===== config.mk =====
export PLATFORM = sky130hd
export DESIGN_NAME = cpu_sequencer_flat
export DESIGN_NICKNAME = d
export VERILOG_FILES = /design/src/rtl/cpu_sequencer_if.sv /design/src/rtl/cpu_sequencer.sv /design/src/flat_wrapper.sv
export SDC_FILE = /design/constraint.sdc
export NUM_CORES = 1
export LEC_CHECK = 0
export ABC_AREA = 1
export CAP_MARGIN = 20
export CORE_ASPECT_RATIO = 0.8
export CORE_MARGIN = 2
export CORE_UTILIZATION = 47
export CTS_BUF_LIST = sky130_fd_sc_hd__clkbuf_8
export DETAILED_ROUTE_END_ITERATION = 8
export GPL_ROUTABILITY_DRIVEN = 0
export PLACE_DENSITY = 0.81
export SETUP_SLACK_MARGIN = 0.1
export SLEW_MARGIN = 20
export SYNTH_ARGS = -nofsm -noshare
export SYNTH_HDL_FRONTEND = slang
export SYNTH_SLANG_ARGS = --single-unit

===== constraint.sdc =====
create_clock -name clk -period 1.6 [get_ports clk]
set_input_delay 0.24 -clock clk [delete_from_list [all_inputs] [get_ports clk]]
set_output_delay 0.24 -clock clk [all_outputs]
set_load 0.005 [all_outputs]

===== src/rtl/cpu_sequencer_if.sv =====
// Handshake bundle between the MU0 sequencer and its surroundings
// (instruction memory, accumulator flags, decoder).
interface cpu_sequencer_if #(parameter int INSTR_CNT_W = 16);
  logic                   run;
  logic [15:0]            mem_q;
  logic                   acc_neg;
  logic                   acc_zero;
  logic                   FETCH;
  logic                   EXEC1;
  logic                   EXEC2;
  logic [15:0]            IR;
  logic [3:0]             OP;
  logic                   jump_taken;
  logic                   halted;
  logic                   illegal;
  logic [INSTR_CNT_W-1:0] instr_count;

  modport master (
    output run, mem_q, acc_neg, acc_zero,
    input  FETCH, EXEC1, EXEC2, IR, OP, jump_taken, halted, illegal, instr_count
  );

  modport slave (
    input  run, mem_q, acc_neg, acc_zero,
    output FETCH, EXEC1, EXEC2, IR, OP, jump_taken, halted, illegal, instr_count
  );
endinterface


===== src/rtl/cpu_sequencer.sv =====
// MU0 control-state generator: FETCH/EXEC1/EXEC2 phase strobes, IR latch,
// jump evaluation, STP halt, illegal-opcode flag and retired-instruction count.
module cpu_sequencer #(
    parameter int          INSTR_CNT_W = 16,
    parameter logic [15:0] EXEC2_MASK  = 16'h0001,
    parameter logic [3:0]  LAST_OPCODE = 4'hA
) (
    input logic            clk,
    input logic            rst_n,
    cpu_sequencer_if.slave bus
);

    typedef enum logic [2:0] {IDLE, S_FETCH, S_EXEC1, S_EXEC2, HALT} state_t;

    localparam logic [3:0] OP_JMP = 4'h4;
    localparam logic [3:0] OP_JMI = 4'h5;
    localparam logic [3:0] OP_JEQ = 4'h6;
    localparam logic [3:0] OP_STP = 4'h7;

    state_t     state;
    logic [3:0] op;
    logic       op_illegal;
    logic       needs_exec2;

    assign op          = bus.IR[15:12];
    assign op_illegal  = (op > LAST_OPCODE);
    // Illegal opcodes always run as a single-EXEC1 NOP, whatever the mask says.
    assign needs_exec2 = EXEC2_MASK[op] && !op_illegal;

    assign bus.OP         = op;
    assign bus.illegal    = bus.EXEC1 && op_illegal;
    assign bus.jump_taken = bus.EXEC1 && ((op == OP_JMP) ||
                                          (op == OP_JMI && bus.acc_neg) ||
                                          (op == OP_JEQ && bus.acc_zero));

    // Strobes are loaded with the decode of the next state so they stay
    // registered and one-hot with the state register.
    always_ff @(posedge clk) begin
        if (!rst_n) begin
            state           <= IDLE;
            bus.FETCH       <= 1'b0;
            bus.EXEC1       <= 1'b0;
            bus.EXEC2       <= 1'b0;
            bus.IR          <= '0;
            bus.halted      <= 1'b0;
            bus.instr_count <= '0;
        end else begin
            bus.FETCH <= 1'b0;
            bus.EXEC1 <= 1'b0;
            bus.EXEC2 <= 1'b0;
            case (state)
                IDLE: begin
                    if (bus.run) begin
                        state     <= S_FETCH;
                        bus.FETCH <= 1'b1;
                    end
                end
                S_FETCH: begin
                    bus.IR    <= bus.mem_q;
                    state     <= S_EXEC1;
                    bus.EXEC1 <= 1'b1;
                end
                S_EXEC1: begin
                    if (op == OP_STP) begin
                        state           <= HALT;
                        bus.halted      <= 1'b1;
                        bus.instr_count <= bus.instr_count + INSTR_CNT_W'(1);
                    end else if (needs_exec2) begin
                        state     <= S_EXEC2;
                        bus.EXEC2 <= 1'b1;
                    end else begin
                        bus.instr_count <= bus.instr_count + INSTR_CNT_W'(1);
                        if (bus.run) begin
                            state     <= S_FETCH;
                            bus.FETCH <= 1'b1;
                        end else begin
                            state <= IDLE;
                        end
                    end
                end
                S_EXEC2: begin
                    bus.instr_count <= bus.instr_count + INSTR_CNT_W'(1);
                    if (bus.run) begin
                        state     <= S_FETCH;
                        bus.FETCH <= 1'b1;
                    end else begin
                        state <= IDLE;
                    end
                end
                HALT: begin
                    if (!bus.run) begin
                        state      <= IDLE;
                        bus.halted <= 1'b0;
                    end
                end
                default: begin
                    state      <= IDLE;
                    bus.halted <= 1'b0;
                end
            endcase
        end
    end

endmodule

===== src/flat_wrapper.sv =====
// flat-port wrapper written by rule: the top's interface ports become plain ports
module cpu_sequencer_flat 
#(
    parameter int          INSTR_CNT_W = 16,
    parameter logic [15:0] EXEC2_MASK  = 16'h0001,
    parameter logic [3:0]  LAST_OPCODE = 4'hA
)
  (clk, rst_n, bus_run, bus_mem_q, bus_acc_neg, bus_acc_zero, bus_FETCH, bus_EXEC1, bus_EXEC2, bus_IR, bus_OP, bus_jump_taken, bus_halted, bus_illegal, bus_instr_count);
  cpu_sequencer_if #(.INSTR_CNT_W(INSTR_CNT_W)) bus_i ();
  input logic clk;
  input logic rst_n;
  input wire logic [$bits(bus_i.run)-1:0] bus_run;
  input wire logic [$bits(bus_i.mem_q)-1:0] bus_mem_q;
  input wire logic [$bits(bus_i.acc_neg)-1:0] bus_acc_neg;
  input wire logic [$bits(bus_i.acc_zero)-1:0] bus_acc_zero;
  output wire logic [$bits(bus_i.FETCH)-1:0] bus_FETCH;
  output wire logic [$bits(bus_i.EXEC1)-1:0] bus_EXEC1;
  output wire logic [$bits(bus_i.EXEC2)-1:0] bus_EXEC2;
  output wire logic [$bits(bus_i.IR)-1:0] bus_IR;
  output wire logic [$bits(bus_i.OP)-1:0] bus_OP;
  output wire logic [$bits(bus_i.jump_taken)-1:0] bus_jump_taken;
  output wire logic [$bits(bus_i.halted)-1:0] bus_halted;
  output wire logic [$bits(bus_i.illegal)-1:0] bus_illegal;
  output wire logic [$bits(bus_i.instr_count)-1:0] bus_instr_count;
  assign bus_i.run = bus_run;
  assign bus_i.mem_q = bus_mem_q;
  assign bus_i.acc_neg = bus_acc_neg;
  assign bus_i.acc_zero = bus_acc_zero;
  assign bus_FETCH = bus_i.FETCH;
  assign bus_EXEC1 = bus_i.EXEC1;
  assign bus_EXEC2 = bus_i.EXEC2;
  assign bus_IR = bus_i.IR;
  assign bus_OP = bus_i.OP;
  assign bus_jump_taken = bus_i.jump_taken;
  assign bus_halted = bus_i.halted;
  assign bus_illegal = bus_i.illegal;
  assign bus_instr_count = bus_i.instr_count;
  cpu_sequencer #(.INSTR_CNT_W(INSTR_CNT_W), .EXEC2_MASK(EXEC2_MASK), .LAST_OPCODE(LAST_OPCODE)) u_core (.clk(clk), .rst_n(rst_n), .bus(bus_i));
endmodule

Yosys cells after proc, flatten, opt, wreduce, memory -nomap -nowiden
Memories as Yosys holds them, arrays and structs flattened. A register that Yosys moved wholly into a read port is not among the register bits. Index checks and enable logic that the tools add are counted.

Input bits: 21. Output and inout port bits: 42. ROM bits: 16. Register bits: 39. Logic and storage cells: 63. Memories kept: 1.

Bitwise operators: 3. Equal/unequal tests: 12. Muxes and demuxes: 21. Order comparisons: 2. Reductions and logical operators: 16. Add/sub/neg operators: 1.

Memory list: (no name shown) (depth 16, bits a word 1, rd ports 1, clocked after Yosys merged registers in 1, wr ports 0, RTL line cpu_sequencer.sv:28) `assign needs_exec2 = EXEC2_MASK[op] && !op_illegal;`.

Operators with widths (count): 2-to-1 mux 16 bit (2); one-hot mux 16 bit (2 select lines) (1); adder 16 x 1 -> 16 bit, second input constant (1); == test 4 x 3 -> 1 bit, second input constant (4); one-hot mux 3 bit (5 select lines) (1); 2-to-1 mux 3 bit (4); 2-to-1 mux 1 bit (9); 2-to-1 mux 4 bit (2); == test 3 x 2 -> 1 bit, second input constant (2); OR reduction 3 bit (2); logical AND 1 bit (5); less-than comparator 4 x 5 -> 1 bit, second input constant (1); greater-than comparator 4 bit, second input constant (1); inequality test 2 bit, second input constant (2); AND reduction 2 bit (2); == test 3 x 1 -> 1 bit, second input constant (1); == test 3 bit, second input constant (1); logical NOT 3 bit (1); inequality test 3 bit, second input constant (1); NOT 1 bit (3); one-hot mux 1 bit (3 select lines) (1); AND reduction 3 bit (1); logical OR 1 bit (2); inequality test 2 x 1 -> 1 bit, second input constant (1); other kinds (4) (4).

Depth between registers and ports, before layout
Depth after elaboration: 6. Depth in mapped cells: 9.

Worst setup path before layout
OpenSTA, ideal clock, no wires.

Path type: reg2reg. Start point: reg u_core.bus.instr_count[0]. End point: reg u_core.bus.instr_count[8]. Setup time: 132 ps. Cell stages (with the launch flop): 8. Path buffers: 0. Clock period less this slack: 1377 ps. Slack: 223 ps. Data required time: 1468 ps. Arrival: 1244 ps. Cell sequence: dfxtp_1 > ha_1 > nand2_1 > nor2_1 > nand2_1 > xnor2_1 > nand2_1 > a21oi_1.

Longest elaborated chain between the ends: 4.

RTL lines: start, declared (RTL line cpu_sequencer_if.sv:25) `output FETCH, EXEC1, EXEC2, IR, OP, jump_taken, halted, illegal, instr_count`; start signal, assigned (RTL line cpu_sequencer.sv:67) `bus.instr_count <= bus.instr_count + INSTR_CNT_W'(1);`; start signal, assigned (RTL line cpu_sequencer.sv:72) `bus.instr_count <= bus.instr_count + INSTR_CNT_W'(1);`; start signal, assigned (RTL line cpu_sequencer.sv:82) `bus.instr_count <= bus.instr_count + INSTR_CNT_W'(1);`; adder 16 x 1 -> 16 bit (*) (RTL line cpu_sequencer.sv:67, cpu_sequencer.sv:72, cpu_sequencer.sv:82); 2-to-1 mux 16 bit (RTL line cpu_sequencer.sv:68) `end else if (needs_exec2) begin`; 2-to-1 mux 16 bit (RTL line cpu_sequencer.sv:64) `if (op == OP_STP) begin`; one-hot mux 16 bit (2 select lines) (*) (RTL line cpu_sequencer.sv:51) `case (state)`.

Mark *: on every way between the ends. The rest lies on a longest branch, timed or not. The select of a mux whose other input is x is not followed. A chain may end at the register's enable or synchronous reset.

Worst setup path after layout
Start point: reg u_core.bus.instr_count[8]. End point: out bus_instr_count[8].

RTL lines: end, declared (RTL line flat_wrapper.sv:24) `output wire logic [$bits(bus_i.instr_count)-1:0] bus_instr_count;`.

No word-level cell between the ends.

==> metrics.cfg <==
[clock_network]
hold_buffers=0
cts-root-buf=clkbuf_8
clk_pin_slew_ps=70
clockBufferDepth=2
clk_latency_ps=300
clock_sinks=40
cts_tree=yes
htreeDepth=2
numCtsBuffers=5

[die]
row_count=20
die_x_um=75.6
ios=63
initial_core_util_pct=49.7
coreArea_um2=3880
dieArea_um2=4640
die_h_um=61.3

[synthesis]
synth_most_common_cell=nand2_1
synth_cell_types=25
synth_ff_type=dfxtp_1
ys_warn_count=0
ys_async_sr_fraction_pct=0
synth_area_um2=1930
ys_top_cells_by_count=77 x nand2_1, 40 x dfxtp_1, 32 x inv_1, 31 x a21oi_1, 24 x nor2_1
yosys-top-cells-area=dfxtp_1 42%, nand2_1 15%, a21oi_1 8.0%
ys_seq_area_share_pct=41.5
avgSynthCellArea_um2=6.84
syn_nets=304
synth_edf_count=0
synth_top_area_share_pct=41.5
yosys.area.top_type=dfxtp_1
synthCells=282
ys_seq_elements=40

[finish]
drive_gt1_share_pct=15.9
area_delta_synth_final_pct=45.0
ff_latch_area_um2=827
antenna_cells=0
fin_cells=407
final_core_util_pct=72.1
stdcell_area_um2=2800
multiInputGateArea_um2=950
fin_nets=374
fillers=308

[worst_setup_path]
cp.arrival_ps=1220
critPathRequiredTime_ps=1360
crit_chain=clkdlybuf4s50_1
worstPathMaxFanout=5
rr_worst_depth=10
worstReg2RegEnd=u_core.bus.instr_count[15]
path_delay_family=buffers and inverters
crit_type=reg2out
cp_slowest_cell=clkdlybuf4s50_1
cp-end-kind=output port
crit_path_max_incr_delay_ps=530
r2r_start=u_core.state[2]
path_buf_inv=1
rrSetupSlack_ps=160
cp-start-kind=register

[timing]
maxSlewHeadroom_pct=77.9
timing.fmax_ghz=0.683
period_share_pct=91.6
rsz0062_at_grt=yes
slew_violations=0
period_needed_ps=1460
hold_viol=0
setup_viol=0
finClkSkew_ps=7.58
tns_ps=0
worstMarginPinSlew_ps=331
worst_slack_ps=135
hold_ws_ps=441

[power_and_ir_drop]
ir_worst_vdd_v=0.000833
power.density_nw_per_um2=939
p_leak_nw=1.10
power_mw=2.63

[global_route]
grt_start_max_net_pins=27
grt_usage_pct=22.9
grt_pass1_vias=1772
grt_pass1_wl_um=7960
antenna_found_initial=0
grt.overflow.total=0

[routing]
drt_iter0_markers=132
met1_length_um=2200
met2WireLength_um=2330
drt-total-wl_um=4930
num_vias=2022
ant_nets=0
vias_per_cell=4.97
wl_met3_um=358
routedWlPerCell_um=12.1
dr.max_layer_used=met4
drtPass1Iterations=4
post-route-drc-count=0

[status]
status=completed

[placement]
dpl_cell_area_um2=2640
post-dp-hpwl_um=3610
portBuffers=62
dp_slack_ps=-112
place_inst=398

[hold_path]
hold_start=u_core.bus.IR[8]
hold_path_depth=2
hold_end=u_core.bus.IR[8]
hold_path_class=reg2reg

[flow_run]
maxCapViolations=0

## worst max-delay path by stage
stage	startpoint	end	slack, ps	depth (start not counted)
2_1_floorplan	u_core.bus.instr_count[0]	u_core.bus.instr_count[8]	220	7
3_3_place_gp	bus_acc_zero	bus_jump_taken	-90	4
3_5_place_dp	bus_acc_zero	bus_jump_taken	-110	4
4_1_cts	u_core.bus.instr_count[4]	bus_instr_count[4]	100	2
5_1_grt	u_core.bus.instr_count[0]	u_core.bus.instr_count[8]	40	7
6_report	u_core.bus.instr_count[8]	bus_instr_count[8]	140	1
## cell families after synthesis
group | count (synthesis) | share of synthesized area [%]
and+or+nand+nor | 134 | 29.7
AOI/OAI and AO/OA | 53 | 14.1
buffers and inverters | 47 | 10.8
DFF | 40 | 41.5
xor gates and xnor gates | 7 | 3.18
adders and majority gates | 1 | 0.648
## sequential cells by signal, summed over array words and instances, names as in the netlist, named ones only
signal                  cells
u_core.bus.halted           1
u_core.bus.EXEC2            1
u_core.bus.FETCH            1
u_core.state                3
u_core.bus.EXEC1            1
u_core.bus.instr_count     16
u_core.bus.IR              16
## final cells by class
type                    instances  share of cell area [%]
multi-input cells             195                    33.9
flip-flops and latches         40                    29.6
repair buffers                 75                    25.9
inverters                      35                    4.70
clock buffers                   7                    3.44
well taps                      55                    2.46
## per-layer routing
| layer | up-vias | GRT usage (%) |
|---|---|---|
| li1 | 1037 | - |
| met3 | 4 | 8.35 |
| met1 | 916 | 29.8 |
| met4 | 0 | 7.27 |
| met2 | 65 | 35.8 |
| met5 | - | 0 |
## cells in the final DEF, fill, tap and decap left out, drive strengths merged
| cell | netlist | layout |
|---|---|---|
| a21boi | 1 | 1 |
| a21oi | 31 | 31 |
| a31oi | 2 | 2 |
| buf | 8 | 14 |
| clkbuf | 4 | 8 |
| clkdlybuf4s50 | 0 | 57 |
| clkinv | 1 | 1 |
| dfxtp | 40 | 40 |
| dlygate4sd2 | 0 | 1 |
| dlymetal6s2s | 0 | 2 |
| ha | 1 | 1 |
| inv | 34 | 34 |
| nand2 | 79 | 79 |
| nand3 | 16 | 16 |
| nand4 | 7 | 7 |
| nor2 | 28 | 28 |
| nor3 | 2 | 2 |
| o211ai | 1 | 1 |
| o21ai | 18 | 18 |
| or2 | 2 | 2 |
| xnor2 | 2 | 2 |
| xor2 | 5 | 5 |
## power breakdown
part           switching [mW]  internal (mW)  leakage, nW
Clock                   0.343          0.384       0.0503
Combinational           0.340          0.369        0.717
Sequential             0.0780           1.11        0.336
## what timing repair did
action	4_1_cts	5_1_grt
setup endpoints to repair	17	36
pin swaps	0	2
gates resized for setup	20	19
setup buffers	0	2
Power figures use the tool's default switching activity.
